File: src/rtl/ltc2308_pkg.sv
// ---------------------------------------------------------------------------
// ltc2308_pkg
// Shared definitions for the LTC2308 periodic sampler:
//   - state_t     : sampler frame states (IDLE, CONV, XFER, DONE)
//   - CFG_*       : fixed bits of the 6-bit LTC2308 configuration word
//   - ADC_BITS    : result width of the converter
//   - cfg_word()  : maps a single-ended channel number to the config word
// ---------------------------------------------------------------------------
package ltc2308_pkg;

   localparam int ADC_BITS = 12;
   localparam int CFG_BITS = 6;

   // Single-ended, unipolar, sleep disabled.
   localparam logic CFG_SD  = 1'b1;
   localparam logic CFG_UNI = 1'b1;
   localparam logic CFG_SLP = 1'b0;

   typedef enum logic [1:0] {
      IDLE = 2'd0,
      CONV = 2'd1,
      XFER = 2'd2,
      DONE = 2'd3
   } state_t;

   // The LTC2308 channel select is not a plain binary field: O/S carries
   // the channel LSB, followed by S1 (bit 2) and S0 (bit 1).
   function automatic logic [CFG_BITS-1:0] cfg_word(input logic [2:0] ch);
      return {CFG_SD, ch[0], ch[2], ch[1], CFG_UNI, CFG_SLP};
   endfunction

endpackage

File: src/rtl/sample_avg4.sv
// ---------------------------------------------------------------------------
// sample_avg4
// Four-sample moving average with a running sum.
// The first sample loaded after reset fills the whole history so the output
// starts at that sample instead of ramping up from zero.
// Ports:
//   clk     in   clock
//   rst_n   in   asynchronous active-low reset
//   load    in   accept `sample` this cycle
//   sample  in   new unsigned sample
//   avg     out  (sum of last four samples) >> 2, truncated; valid the
//                cycle after `load`
// ---------------------------------------------------------------------------
module sample_avg4
   import ltc2308_pkg::*;
(
   input  logic                clk,
   input  logic                rst_n,
   input  logic                load,
   input  logic [ADC_BITS-1:0] sample,
   output logic [ADC_BITS-1:0] avg
);

   logic [ADC_BITS-1:0] hist_reg [4];
   logic [1:0]          ptr_reg;      // entry holding the oldest sample
   logic                primed_reg;
   logic [ADC_BITS+1:0] sum_reg;      // 4 * 4095 fits in 14 bits

   always_ff @(posedge clk or negedge rst_n) begin
      if (!rst_n) begin
         for (int i = 0; i < 4; i++) begin
            hist_reg[i] <= '0;
         end
         ptr_reg    <= '0;
         primed_reg <= 1'b0;
         sum_reg    <= '0;
      end else if (load) begin
         for (int i = 0; i < 4; i++) begin
            if (!primed_reg || (ptr_reg == 2'(i))) begin
               hist_reg[i] <= sample;
            end
         end
         if (!primed_reg) begin
            sum_reg    <= {sample, 2'b00};
            primed_reg <= 1'b1;
         end else begin
            sum_reg <= sum_reg - {2'b00, hist_reg[ptr_reg]} + {2'b00, sample};
            ptr_reg <= ptr_reg + 2'd1;
         end
      end
   end

   assign avg = sum_reg[ADC_BITS+1:2];

endmodule

File: src/rtl/ltc2308_sampler.sv
// ---------------------------------------------------------------------------
// ltc2308_sampler
// Periodically starts an LTC2308 conversion, shifts the 12-bit result out
// over SPI and presents it as a held value with a one-cycle strobe.
// The first completed frame after reset is discarded because the ADC applies
// a config word to the following conversion.
//
// Optional feature: define SAMPLER_AVG_EN to present a 4-sample moving
// average instead of the raw sample (same latency and strobe timing).
//
// Parameters:
//   CLK_DIV        SCK half-period in clocks (>= 1)
//   CONV_CYCLES    CONVST high time in clocks
//   SAMPLE_PERIOD  clocks between frame starts
//   CHANNEL        single-ended input channel 0..7
// Ports:
//   CLOCK_50      in   system clock
//   RESET_N       in   asynchronous active-low reset
//   ADC_CONVST    out  conversion start
//   ADC_SCK       out  SPI clock, idles low
//   ADC_SDI       out  config word, MSB first
//   ADC_SDO       in   conversion result, MSB first
//   ADC_value     out  last accepted sample, held between updates
//   sample_valid  out  one-cycle pulse when ADC_value updates
// ---------------------------------------------------------------------------
module ltc2308_sampler
   import ltc2308_pkg::*;
#(
   parameter int CLK_DIV       = 2,
   parameter int CONV_CYCLES   = 80,
   parameter int SAMPLE_PERIOD = 50000,
   parameter int CHANNEL       = 0
)(
   input  logic                CLOCK_50,
   input  logic                RESET_N,
   output logic                ADC_CONVST,
   output logic                ADC_SCK,
   output logic                ADC_SDI,
   input  logic                ADC_SDO,
   output logic [ADC_BITS-1:0] ADC_value,
   output logic                sample_valid
);

   localparam int PW = (SAMPLE_PERIOD > 1) ? $clog2(SAMPLE_PERIOD) : 1;
   localparam int CW = (CONV_CYCLES > 1) ? $clog2(CONV_CYCLES) : 1;
   localparam int DW = (CLK_DIV > 1) ? $clog2(CLK_DIV) : 1;

   localparam logic [PW-1:0] PERIOD_LAST = PW'(SAMPLE_PERIOD - 1);
   localparam logic [CW-1:0] CONV_LAST   = CW'(CONV_CYCLES - 1);
   localparam logic [DW-1:0] DIV_LAST    = DW'(CLK_DIV - 1);
   localparam int            FRAME_LEN   = CONV_CYCLES + 24 * CLK_DIV + 2;

   // Full 12-period SDI pattern: config word, then zeros.
   localparam logic [ADC_BITS-1:0] SDI_WORD = {cfg_word(3'(CHANNEL)), 6'b000000};

   state_t              state_reg,  state_next;
   logic [PW-1:0]       period_reg;
   logic [CW-1:0]       conv_reg,   conv_next;
   logic [DW-1:0]       div_reg,    div_next;
   logic [3:0]          bit_reg,    bit_next;
   logic                sck_reg,    sck_next;
   logic                sdi_reg,    sdi_next;
   logic                convst_reg, convst_next;
   logic [ADC_BITS-1:0] shift_reg,  shift_next;
   logic                discard_reg, discard_next;
   logic                valid_reg;
   logic                tick;
   logic                load;

   // Free-running frame timer; ticks are ignored outside IDLE.
   assign tick = (period_reg == PERIOD_LAST);

   always_ff @(posedge CLOCK_50 or negedge RESET_N) begin
      if (!RESET_N) begin
         period_reg <= '0;
      end else if (tick) begin
         period_reg <= '0;
      end else begin
         period_reg <= period_reg + 1'b1;
      end
   end

   always_ff @(posedge CLOCK_50 or negedge RESET_N) begin
      if (!RESET_N) begin
         state_reg   <= IDLE;
         conv_reg    <= '0;
         div_reg     <= '0;
         bit_reg     <= '0;
         sck_reg     <= 1'b0;
         sdi_reg     <= 1'b0;
         convst_reg  <= 1'b0;
         shift_reg   <= '0;
         discard_reg <= 1'b1;
         valid_reg   <= 1'b0;
      end else begin
         state_reg   <= state_next;
         conv_reg    <= conv_next;
         div_reg     <= div_next;
         bit_reg     <= bit_next;
         sck_reg     <= sck_next;
         sdi_reg     <= sdi_next;
         convst_reg  <= convst_next;
         shift_reg   <= shift_next;
         discard_reg <= discard_next;
         valid_reg   <= load;
      end
   end

   // ADC pins are driven from registers computed one state ahead, so they
   // are glitch-free and line up exactly with the state they belong to.
   always_comb begin
      state_next   = state_reg;
      conv_next    = conv_reg;
      div_next     = div_reg;
      bit_next     = bit_reg;
      sck_next     = sck_reg;
      sdi_next     = sdi_reg;
      convst_next  = convst_reg;
      shift_next   = shift_reg;
      discard_next = discard_reg;
      load         = 1'b0;

      case (state_reg)
         IDLE: begin
            convst_next = 1'b0;
            sck_next    = 1'b0;
            sdi_next    = 1'b0;
            if (tick) begin
               state_next  = CONV;
               conv_next   = '0;
               convst_next = 1'b1;
            end
         end

         CONV: begin
            if (conv_reg == CONV_LAST) begin
               state_next  = XFER;
               convst_next = 1'b0;
               div_next    = '0;
               bit_next    = '0;
               sck_next    = 1'b0;
               sdi_next    = SDI_WORD[ADC_BITS-1];
            end else begin
               conv_next = conv_reg + 1'b1;
            end
         end

         XFER: begin
            if (div_reg == DIV_LAST) begin
               div_next = '0;
               sck_next = ~sck_reg;
               // End of a high phase: capture SDO and move SDI on while SCK
               // goes low, so SDI is settled well before the next rise.
               if (sck_reg) begin
                  shift_next = {shift_reg[ADC_BITS-2:0], ADC_SDO};
                  if (bit_reg == 4'd11) begin
                     state_next = DONE;
                     sdi_next   = 1'b0;
                  end else begin
                     bit_next = bit_reg + 4'd1;
                     sdi_next = SDI_WORD[4'd10 - bit_reg];
                  end
               end
            end else begin
               div_next = div_reg + 1'b1;
            end
         end

         DONE: begin
            state_next = IDLE;
            if (discard_reg) begin
               discard_next = 1'b0;
            end else begin
               load = 1'b1;
            end
         end

         default: begin
            state_next = IDLE;
         end
      endcase
   end

   assign ADC_CONVST   = convst_reg;
   assign ADC_SCK      = sck_reg;
   assign ADC_SDI      = sdi_reg;
   assign sample_valid = valid_reg;

`ifdef SAMPLER_AVG_EN
   sample_avg4 u_avg (
      .clk    (CLOCK_50),
      .rst_n  (RESET_N),
      .load   (load),
      .sample (shift_reg),
      .avg    (ADC_value)
   );
`else
   logic [ADC_BITS-1:0] value_reg;

   always_ff @(posedge CLOCK_50 or negedge RESET_N) begin
      if (!RESET_N) begin
         value_reg <= '0;
      end else if (load) begin
         value_reg <= shift_reg;
      end
   end

   assign ADC_value = value_reg;
`endif

   // A period shorter than a frame would silently drop every other tick.
   period_fits: assert property (@(posedge CLOCK_50)
      (SAMPLE_PERIOD > FRAME_LEN) && (CLK_DIV >= 1))
      else $error("ltc2308_sampler: SAMPLE_PERIOD too short for one frame");

endmodule

File: config.mk
export PLATFORM = sky130hd
export DESIGN_NAME = ltc2308_sampler
export DESIGN_NICKNAME = d
export VERILOG_FILES = /design/src/rtl/ltc2308_pkg.sv /design/src/rtl/sample_avg4.sv /design/src/rtl/ltc2308_sampler.sv
export SDC_FILE = /design/constraint.sdc
export NUM_CORES = 1
export LEC_CHECK = 0
export BUFFER_PORTS_ARGS = -buffer_cell sky130_fd_sc_hd__buf_4
export CAP_MARGIN = 25
export CORE_ASPECT_RATIO = 1.25
export CORE_MARGIN = 2
export CORE_UTILIZATION = 45
export DETAILED_ROUTE_END_ITERATION = 10
export PLACE_DENSITY = 0.66
export SLEW_MARGIN = 20
export SYNTH_ARGS = -nofsm -noshare
export SYNTH_HDL_FRONTEND = slang
export SYNTH_SLANG_ARGS = --single-unit
File: constraint.sdc
create_clock -name CLOCK_50 -period 2 [get_ports CLOCK_50]
set_clock_uncertainty 0.1 [all_clocks]
set_input_delay 0.3 -clock CLOCK_50 [delete_from_list [all_inputs] [get_ports CLOCK_50]]
set_output_delay 0.3 -clock CLOCK_50 [all_outputs]
set_load 0.02 [all_outputs]
==> results_dict.tcl <==
set metrics [dict create \
    worst_pin_slew_ns 0.7173 \
    ys_warn_count 0 \
    power-per-cell-area_nw_per_um2 703.9 \
    start_util_pct 45.85 \
    cts_tree "yes" \
    largest_reg_flops 16 \
    diodes 0 \
    final_cell_mix "dfrtp_1, nand2_1, buf_4, mux2_2, nor2_1" \
    fp-row-count 32 \
    yosysTopAreaCell "dfrtp_1" \
    synth_xor_area_share_pct 4.081 \
    power_frac_comb_pct 1.2 \
    hold_class "in2reg" \
    drtIter0Drc 55 \
    synth-edff-count 0 \
    chipWidth_microns 74.43 \
    synth.area.mux_share_pct 12.69 \
    cts_setup_buffers 0 \
    slew_viol_final 0 \
    post-route-period-util_pct 95.45 \
    cp.required_ns 2.17 \
    finalHoldViolCount 0 \
    min_period_ns 1.909 \
    place_area_sq_um 3078 \
    track_usage_pct 15.60 \
    synth.distinct_cells 43 \
    synth_ff_type "dfrtp_1" \
    cp_top_family "simple AND/OR/NAND/NOR gates" \
    numCtsBuffers 9 \
    synth-simple-area-share_pct 15.61 \
    crit_slowest_cell "or4_1" \
    timing.fmax_mhz 523.9 \
    synth_seq_area_share_pct 52.96 \
    synth_nets 258 \
    dp_slack_ns 0.06841 \
    pwr-share-clk_pct 47.3 \
    htree_levels 3 \
    relSlewSlack_pct 52.18 \
    p_sw_w 0.0005128 \
    synthCells 244 \
    critical_path_class "reg2reg" \
    area_growth_pct 18.12 \
    switching_share_pct 22.10 \
    fp.dieH_microns 92.04 \
    cts_root_buf "clkbuf_8" \
    synth_top_cell_area_share_pct 52.02 \
    via_per_inst 5.079 \
    gp_congestion 0.7521 \
    status "finished clean" \
    clock-sinks 59 \
    max-clock-path-buffers 2 \
    core_area_sq_um 6086 \
    fillCellCount 541 \
    finalWorstSetupSlack_ns 0.09107 \
    end_kind "flip-flop" \
    port-buffer-count 18 \
    grt_pass1_vias 1774 \
    whs_ns 0.09856 \
    worstSetupStartpointType "flip-flop" \
    drt_wl_total_microns 4695 \
    p_seq_share_pct 51.5 \
    setup_tns_ns 0 \
    drive_above_1_share_pct 27.92 \
    grt_max_degree 60 \
    p_leak_nw 1.621 \
    routedWlPerCell_microns 12.76 \
    path_clk_slew_ns 0.07 \
    maxCapViolCount 0 \
    netlist_area_sq_um 2790 \
    ir_drop_v 0.0005293 \
    cp.arrival_ns 2.07 \
    drt_first_pass_iters 4 \
    antenna_found_initial 0 \
    grt_overflow 0 \
    synthAdderAreaFrac_pct 4.933 \
    fin_area_sq_um 3296 \
    p_int_w 0.001807 \
    critical-path-max-stage-delay_ns 0.47 \
    clk_latency_ns 0.33 \
    via_count 1869 \
    synth.area.top_cells "dfrtp_1, mux2_2, ha_1" \
    final_common_cell "dfrtp_1" \
    async_flop_share_pct 100.0 \
    worstPathCellList "ha_1 -> and3_1 -> a31o_4 -> o211ai_4 -> or4_1 -> nand3_1" \
    crit_buf_inv 0 \
    die_area_sq_um 6850 \
    synth_top_family_by_area "simple AND/OR/NAND/NOR gates" \
    dpl.hpwl_microns 3223 \
    final_nets 292 \
    ant_nets 0 \
    drc_errors 0 \
    ys_ff_latch 59 \
    setup_violations 0 \
    grt_pass1_wl_microns 8204 \
    synth_compound_area_share_pct 7.758 \
    critPathMaxFanout 7 \
    synth.avg_cell_area_sq_um 11.44 \
    num_io_pins 19 \
    rsz0062_at_grt "false" \
]
## final cells by class
class                      instances  area (sq um)  share of cell area (%)
inverter                           7         26.28                  0.7973
multi-input combinational        172          1262                   38.31
clock inverter                     6         63.81                   1.936
clock buffer                      10         137.6                   4.176
tap                               85         106.4                   3.227
sequential                        59          1479                   44.87
timing repair buffer              29         220.2                   6.682
## power by group through the flow
stage / Combinational, W / Clock [W] / Sequential [W]
floorplan: 0.000000922 / 0 / 0.00122
global placement: 0.0000276 / 0 / 0.00122
detailed placement: 0.0000278 / 0 / 0.00122
CTS: 0.0000292 / 0.00113 / 0.00119
global route: 0.0000333 / 0.00119 / 0.00119
finish: 0.0000268 / 0.00110 / 0.00119
## worst paths after layout
check / startpoint / end / slack (ns) / cells past startpoint
worst max-delay path: conv_reg[0] / bit_reg[3] / 0.09 / 6
max in group asynchronous: RESET_N / state_reg[1] / 0.81 / 2
min in group asynchronous: RESET_N / period_reg[3] / 0.47 / 2
worst max register to register: conv_reg[0] / bit_reg[3] / 0.09 / 6
worst min-delay path: ADC_SDO / shift_reg[0] / 0.1 / 2
worst min register to register: period_reg[0] / period_reg[0] / 0.36 / 1
## cells in the mapped netlist, drive strengths merged (4+ instances only)
library cell,instances
and3,5
inv,7
nand2,28
xnor2,6
a21oi,7
nand4,4
xor2,7
buf,4
nand3,15
nor2,16
dfrtp,58
mux2,27
mux2i,5
o21ai,10
ha,11
## layer usage
metal	part of all wire (%)	vias to the layer above	GRT usage [%]	wire [microns]
li1	-	932	-	-
met1	48	906	21.18	2265
met2	47	23	23.23	2188
met3	3.2	8	3.956	152
met4	1.9	0	7.143	89
met5	0	-	0	0
## cell families (layout without fill, tap and decap cells)
group	Yosys count	in the layout
XOR/XNOR	13	13
adder cells (fa/ha/maj)	11	11
multiplexers	32	32
AO/OA/AOI/OAI	30	30
AND/OR/NAND/NOR	86	86
buffers and inverters	13	52
flip-flops	59	59
## metrics by stage
stage | power, W | std cells | utilization, %
2_1_floorplan | 0.001218 | 244 | -
3_3_place_gp | 0.001245 | 351 | 50.58
3_5_place_dp | 0.001245 | 351 | 50.58
4_1_cts | 0.002354 | 368 | 54.05
5_1_grt | 0.002413 | 368 | 54.15
6_report | 0.002320 | 368 | 54.15
## repair_timing
action	4_1_cts	5_1_grt
hold buffers	1	0
hold endpoints to repair	58	0
setup endpoints to repair	0	3
resized for setup	0	2
No activity file was read; power rests on OpenSTA's default activity.
